**src/rtl/avg_pool2x2_ctrl.sv**
```systemverilog
// avg_pool2x2_ctrl: sequences a shared 4-input averaging adder for 2x2 average pooling of a raster stream.
// Revision: 1.0
`timescale 1ns/1ps
`default_nettype none

module avg_pool2x2_ctrl #(
  parameter int pDATA_W = 8,
  parameter int pIMG_W  = 32,
  parameter int pIMG_H  = 32
) (
  input  logic                    iclk,
  input  logic                    irst_n,
  input  logic                    istart,
  input  logic                    ivalid,
  input  logic [pDATA_W-1:0]      idata,
  output logic                    oready,
  output logic                    oadd_en,
  output logic [3:0][pDATA_W-1:0] oadd_data,
  input  logic [2*pDATA_W-1:0]    iadd_data,
  output logic                    ovalid,
  output logic [2*pDATA_W-1:0]    odata,
  output logic                    obusy,
  output logic                    oframe_done
);

  localparam int c_COL_W = $clog2(pIMG_W);
  localparam int c_ROW_W = $clog2(pIMG_H);
  localparam logic [c_COL_W-1:0] c_COL_LAST = c_COL_W'(pIMG_W - 1);
  localparam logic [c_ROW_W-1:0] c_ROW_LAST = c_ROW_W'(pIMG_H - 1);

  typedef enum logic [1:0] {
    S_IDLE  = 2'd0,
    S_RUN   = 2'd1,
    S_DRAIN = 2'd2,
    S_DONE  = 2'd3
  } state_t;

  state_t               r_state;
  state_t               w_state_nxt;
  logic [c_COL_W-1:0]   r_col;
  logic [c_ROW_W-1:0]   r_row;
  logic [1:0]           r_drain_cnt;
  logic [pDATA_W-1:0]   r_hold;
  logic [pDATA_W-1:0]   r_lb [pIMG_W];
  logic [2:0]           r_vp;

  logic                 w_hs;
  logic                 w_fire;
  logic                 w_last_col;
  logic                 w_last_row;
  logic [c_COL_W-1:0]   w_col_prev;

  assign w_hs       = (r_state == S_RUN) && ivalid;
  assign w_fire     = w_hs && r_row[0] && r_col[0];
  assign w_last_col = (r_col == c_COL_LAST);
  assign w_last_row = (r_row == c_ROW_LAST);
  assign w_col_prev = r_col - c_COL_W'(1);

  always_comb begin
    w_state_nxt = r_state;
    oready      = 1'b0;
    oadd_en     = 1'b1;
    obusy       = 1'b1;
    oframe_done = 1'b0;
    case (r_state)
      S_IDLE: begin
        oadd_en = 1'b0;
        obusy   = 1'b0;
        if (istart) w_state_nxt = S_RUN;
      end
      S_RUN: begin
        oready = 1'b1;
        if (w_hs && w_last_col && w_last_row) w_state_nxt = S_DRAIN;
      end
      S_DRAIN: begin
        // Three drain cycles let the final window reach ovalid before DONE.
        if (r_drain_cnt == 2'd2) w_state_nxt = S_DONE;
      end
      S_DONE: begin
        oframe_done = 1'b1;
        w_state_nxt = S_IDLE;
      end
      default: w_state_nxt = S_IDLE;
    endcase
  end

  always_comb begin
    oadd_data = '0;
    if (w_fire) begin
      oadd_data[0] = r_lb[w_col_prev];
      oadd_data[1] = r_lb[r_col];
      oadd_data[2] = r_hold;
      oadd_data[3] = idata;
    end
  end

  assign ovalid = r_vp[2];
  assign odata  = iadd_data;

  always_ff @(posedge iclk or negedge irst_n) begin
    if (!irst_n) begin
      r_state     <= S_IDLE;
      r_col       <= '0;
      r_row       <= '0;
      r_drain_cnt <= '0;
      r_hold      <= '0;
      r_vp        <= '0;
    end else begin
      r_state <= w_state_nxt;

      if (r_state == S_IDLE && istart) begin
        r_col <= '0;
        r_row <= '0;
      end else if (w_hs) begin
        if (w_last_col) begin
          r_col <= '0;
          r_row <= w_last_row ? '0 : r_row + c_ROW_W'(1);
        end else begin
          r_col <= r_col + c_COL_W'(1);
        end
      end

      r_drain_cnt <= (r_state == S_DRAIN) ? r_drain_cnt + 2'd1 : 2'd0;

      if (w_hs && r_row[0] && !r_col[0]) r_hold <= idata;

      // Bubbles shift through as zeros so they never raise ovalid.
      if (oadd_en) r_vp <= {r_vp[1:0], w_fire};
    end
  end

  always_ff @(posedge iclk) begin
    if (w_hs && !r_row[0]) r_lb[r_col] <= idata;
  end

endmodule

`default_nettype wire

```
**config.mk**
```make
export PLATFORM = sky130hd
export DESIGN_NAME = avg_pool2x2_ctrl
export DESIGN_NICKNAME = d
export VERILOG_FILES = /design/src/rtl/avg_pool2x2_ctrl.sv
export SDC_FILE = /design/constraint.sdc
export NUM_CORES = 1
export LEC_CHECK = 0
export CORE_MARGIN = 2
export CORE_UTILIZATION = 32
export CTS_BUF_LIST = sky130_fd_sc_hd__clkbuf_16
export DETAILED_ROUTE_END_ITERATION = 10
export GPL_TIMING_DRIVEN = 0
export HOLD_SLACK_MARGIN = 0.08
export SLEW_MARGIN = 40
export SYNTH_ARGS = -nofsm -noshare
export SYNTH_HDL_FRONTEND = slang
export SYNTH_SLANG_ARGS = --single-unit
export TNS_END_PERCENT = 20
```
**constraint.sdc**
```tcl
create_clock -name iclk -period 3.96 [get_ports iclk]
set_clock_uncertainty 0.1 [all_clocks]
set_input_delay 0.396 -clock iclk [delete_from_list [all_inputs] [get_ports iclk]]
set_output_delay 0.396 -clock iclk [all_outputs]
set_load 0.02 [all_outputs]
```
==> metrics <==
nature of the critical path startpoint=register; leading area contributor after synthesis=sky130_fd_sc_hd__edfxtp_1; setup slack after placement=-1.31 ns; Mapped Avg Cell Area=~19 um2; result of the run=complete, but fails checks; initial antenna violation count=0; cell leakage power=5.13 nW; commonest register cell after synthesis=sky130_fd_sc_hd__edfxtp_1; worst hold path class=in2reg; number of cells on the worst hold path=1; Area Growth Syn to Fin=21.0%; hold_ws=0.151 ns; post-route minimum period=~4 ns; Data arrival, critical path=3.47 ns; chip width=around 200 um; XOR/XNOR share of the synthesized area=less than 1%; residual antenna-violating net count after detailed routing=0; dominant combinational cell family by area after synthesis=multiplexers; Area contributors post-synth=sky130_fd_sc_hd__edfxtp_1 (60%), sky130_fd_sc_hd__mux4_2 (16%), sky130_fd_sc_hd__dfrtp_1 (4.9%); placer's final routability congestion estimate=approximately 0.92; length in cells of the worst reg-to-reg path=7; Worst setup EP type=output port; clock latency on the worst-skew pair=0.57 ns; post-DR wirelength/cell=27.0 um; Worst Setup Path Type=reg2out; area share of the leading cell type in the synthesized netlist=60.4%; fraction of the mapped netlist area in simple logic gates=around 5.2%; Max Buffers Root-to-Sink=3; grt ovf=0; Reg-to-Reg End=r_row[2]$_DFFE_PN0P_; post-detailed-route DRC marker count=0; worst rel slew slack=43.1%; I/O Buffers=63; top library cells by usage in the layout, fill and taps aside=sky130_fd_sc_hd__edfxtp_1 (256), sky130_fd_sc_hd__mux4_2 (89), sky130_fd_sc_hd__clkdlybuf4s50_1 (46); least setup slack across all paths after layout=-0.00881 ns; cell area after technology mapping=12,700 um2; Compound-Gate Fraction of Synth Area=just under 4%; area of the die=between 40,000 and 50,000 um2; DRT iter0 DRCs=approximately 830; destination of the worst hold path=r_lb[26][2]$_DFFE_PP_; Slew Limit Fails=0; Pwr Density=642 nW/um2; antenna cells=0; number of hold-slack violations in the final timing report=0; CTS clock-pin slew for the worst setup and hold paths=0.06 ns; adder-cell share of the synthesized area=under 10%; final cycle utilization of the critical path=100%; post-synth cell types=46; TritonCTS buffer count=30; clk sinks=281; overall die height=203 um; violated checks=setup timing; clock tree from TritonCTS=built; final-report setup violation count=1; top fanout value on the critical path=10; total of flip-flops plus latches after synthesis=281; leading cell type in the layout, fill and taps excluded=sky130_fd_sc_hd__edfxtp_1; wire length reported by the detailed router=36,600 um; row count=73; number of synthesized flops with an enable pin=~260; highest clock frequency the design can meet=around 0.25 GHz; # nets final=between 800 and 900; Tightest Pin Transition=0.854 ns; H-tree depth=1; sequential share of the synthesized area=65.4%; Min-Delay Startpoint=idata[2]; wire length of the first global-routing pass=52,400 um; max cap viols=0; worst vdd rail ir drop=0.000533 V; Yosys warning count=0; required time at the worst-slack endpoint=between 3 and 4 ns; Boundary Pins=81; iteration count of the initial detailed-routing pass=6; global-route usage over all layers=17.6%; fraction of final layout cells with drive strength greater than 1=34.3%; Initial Utilization=32.2%; half-perimeter wire length after detailed placement=24,200 um; synthesized net count=726; number of instances in the synthesized netlist=686; post-synthesis mux area share=a little over a fifth; number of vias in the routed layout=7,548; unrepaired setup endpoints after global routing=yes; clock root buffer master=sky130_fd_sc_hd__clkbuf_16; pin count of the biggest net entering global routing=35; launch point of the worst reg-to-reg path=r_col[2]$_DFFE_PN0P_; area of the core=slightly below 40,000 um2; number of global-route vias before repair=roughly 7.4k; ys async rst share=8.90%; routed via count divided by cell count=5.57; setup slack of the most critical reg-to-reg path=between 0.6 and 0.7 ns
## layout make-up
class	instances	area, um2
plain buffers	57	468
clock buffers	30	751
clock inverters	26	178
fillers	3585	24100
inverters	8	33.8
multi-input cells	339	4180
flip-flops and latches	281	8310
well taps	525	657
repair buffers	88	802
## kinds of logic (layout without fill, tap and decap cells)
group | count (synthesis) | in the layout
buf+inv | 66 | 209
simple gates | 131 | 131
fa+ha+maj | 12 | 12
flops | 281 | 281
mux | 127 | 127
compound gates | 66 | 66
xor+xnor | 3 | 3
## state kept, by name (all words and copies together), names as in the netlist
| signal | flops |
|---|---|
| r_vp | 3 |
| r_lb | 256 |
| r_col | 5 |
| r_hold | 8 |
| r_drain_cnt | 2 |
| r_row | 5 |
| r_state | 2 |
## stage by stage
stage	utilization, %	power [mW]	instances	setup TNS (ns)	area (um2)
floorplan	-	5.57	686	0	12700
global placement	35.5	6.68	1274	-13.08	14000
detailed placement	35.6	6.68	1275	-9.38	14000
CTS	38.7	9.76	1343	0	15300
finish	39.0	9.88	1354	-0.00881	15400
global route	39.0	10.2	1354	-0.152	15400
## what timing repair did
item / 4_1_cts / 5_1_grt
hold buffers: 2 / 0
setup buffers: 10 / 11
setup endpoints to repair: 16 / 22
pin swaps: 4 / 0
gates cloned: 1 / 0
gates resized for setup: 69 / 9
endpoints found under the hold margin: 27 / 0
## how the worst max path moves through the flow
stage | from | end | slack (ns) | depth (start not counted)
final | r_col[2]$_DFFE_PN0P_ | oadd_data[13] | -0.009 | 7
after global routing | r_col[2]$_DFFE_PN0P_ | oadd_data[14] | -0.06 | 7
after CTS | r_col[0]$_DFFE_PN0P_ | oadd_data[4] | 0.008 | 11
after detailed placement | r_col[1]$_DFFE_PN0P_ | oadd_data[3] | -1.31 | 11
after global placement | r_col[1]$_DFFE_PN0P_ | oadd_data[3] | -1.74 | 11
after floorplan | r_col[1]$_DFFE_PN0P_ | oadd_data[0] | 0.66 | 10
## synth_stat cells (2+ instances only)
master / instances
sky130_fd_sc_hd__and3_1: 3
sky130_fd_sc_hd__edfxtp_1: 256
sky130_fd_sc_hd__a22o_1: 8
sky130_fd_sc_hd__mux2_2: 19
sky130_fd_sc_hd__a221oi_2: 2
sky130_fd_sc_hd__and2_1: 17
sky130_fd_sc_hd__nor2_1: 47
sky130_fd_sc_hd__nand2_1: 20
sky130_fd_sc_hd__mux4_2: 88
sky130_fd_sc_hd__inv_1: 8
sky130_fd_sc_hd__nand3_1: 21
sky130_fd_sc_hd__a22oi_1: 16
sky130_fd_sc_hd__nor2b_1: 2
sky130_fd_sc_hd__or4_1: 2
sky130_fd_sc_hd__nand3b_1: 3
sky130_fd_sc_hd__ha_1: 12
sky130_fd_sc_hd__a31oi_1: 10
sky130_fd_sc_hd__or3b_2: 2
sky130_fd_sc_hd__a221oi_1: 6
sky130_fd_sc_hd__nor3b_2: 2
sky130_fd_sc_hd__and3b_1: 2
sky130_fd_sc_hd__dfrtp_1: 25
sky130_fd_sc_hd__nor3_1: 2
sky130_fd_sc_hd__a32oi_1: 9
sky130_fd_sc_hd__buf_2: 14
sky130_fd_sc_hd__clkbuf_1: 15
sky130_fd_sc_hd__mux4_1: 17
sky130_fd_sc_hd__mux2i_1: 3
sky130_fd_sc_hd__buf_4: 21
sky130_fd_sc_hd__buf_1: 2
sky130_fd_sc_hd__a21oi_1: 7
sky130_fd_sc_hd__o21ai_0: 6
sky130_fd_sc_hd__buf_6: 6
## worst max-delay path: stages, from the launching register on
cell and delay, ns:
sky130_fd_sc_hd__dfrtp_1 0.46, sky130_fd_sc_hd__clkbuf_1 0.33, sky130_fd_sc_hd__nor2_1 0.21, sky130_fd_sc_hd__and2_1 0.14, sky130_fd_sc_hd__clkbuf_1 0.51, sky130_fd_sc_hd__a22oi_1 0.31
sky130_fd_sc_hd__a31oi_1 0.30, sky130_fd_sc_hd__clkdlybuf4s50_1 0.64
## report_power, final
group,internal (mW),switching [mW]
sequential,3.30,0.0411
combinational,1.87,2.01
clock,1.50,1.16
total,6.67,3.20
## metal layers
metal | track usage [%] | routed length, um
met1 | 25.0 | 15200
met2 | 28.0 | 17200
met3 | 2.78 | 2870
met4 | 5.40 | 1340
met5 | 0 | 0
Note: power is estimated with default switching activity, not from simulation.
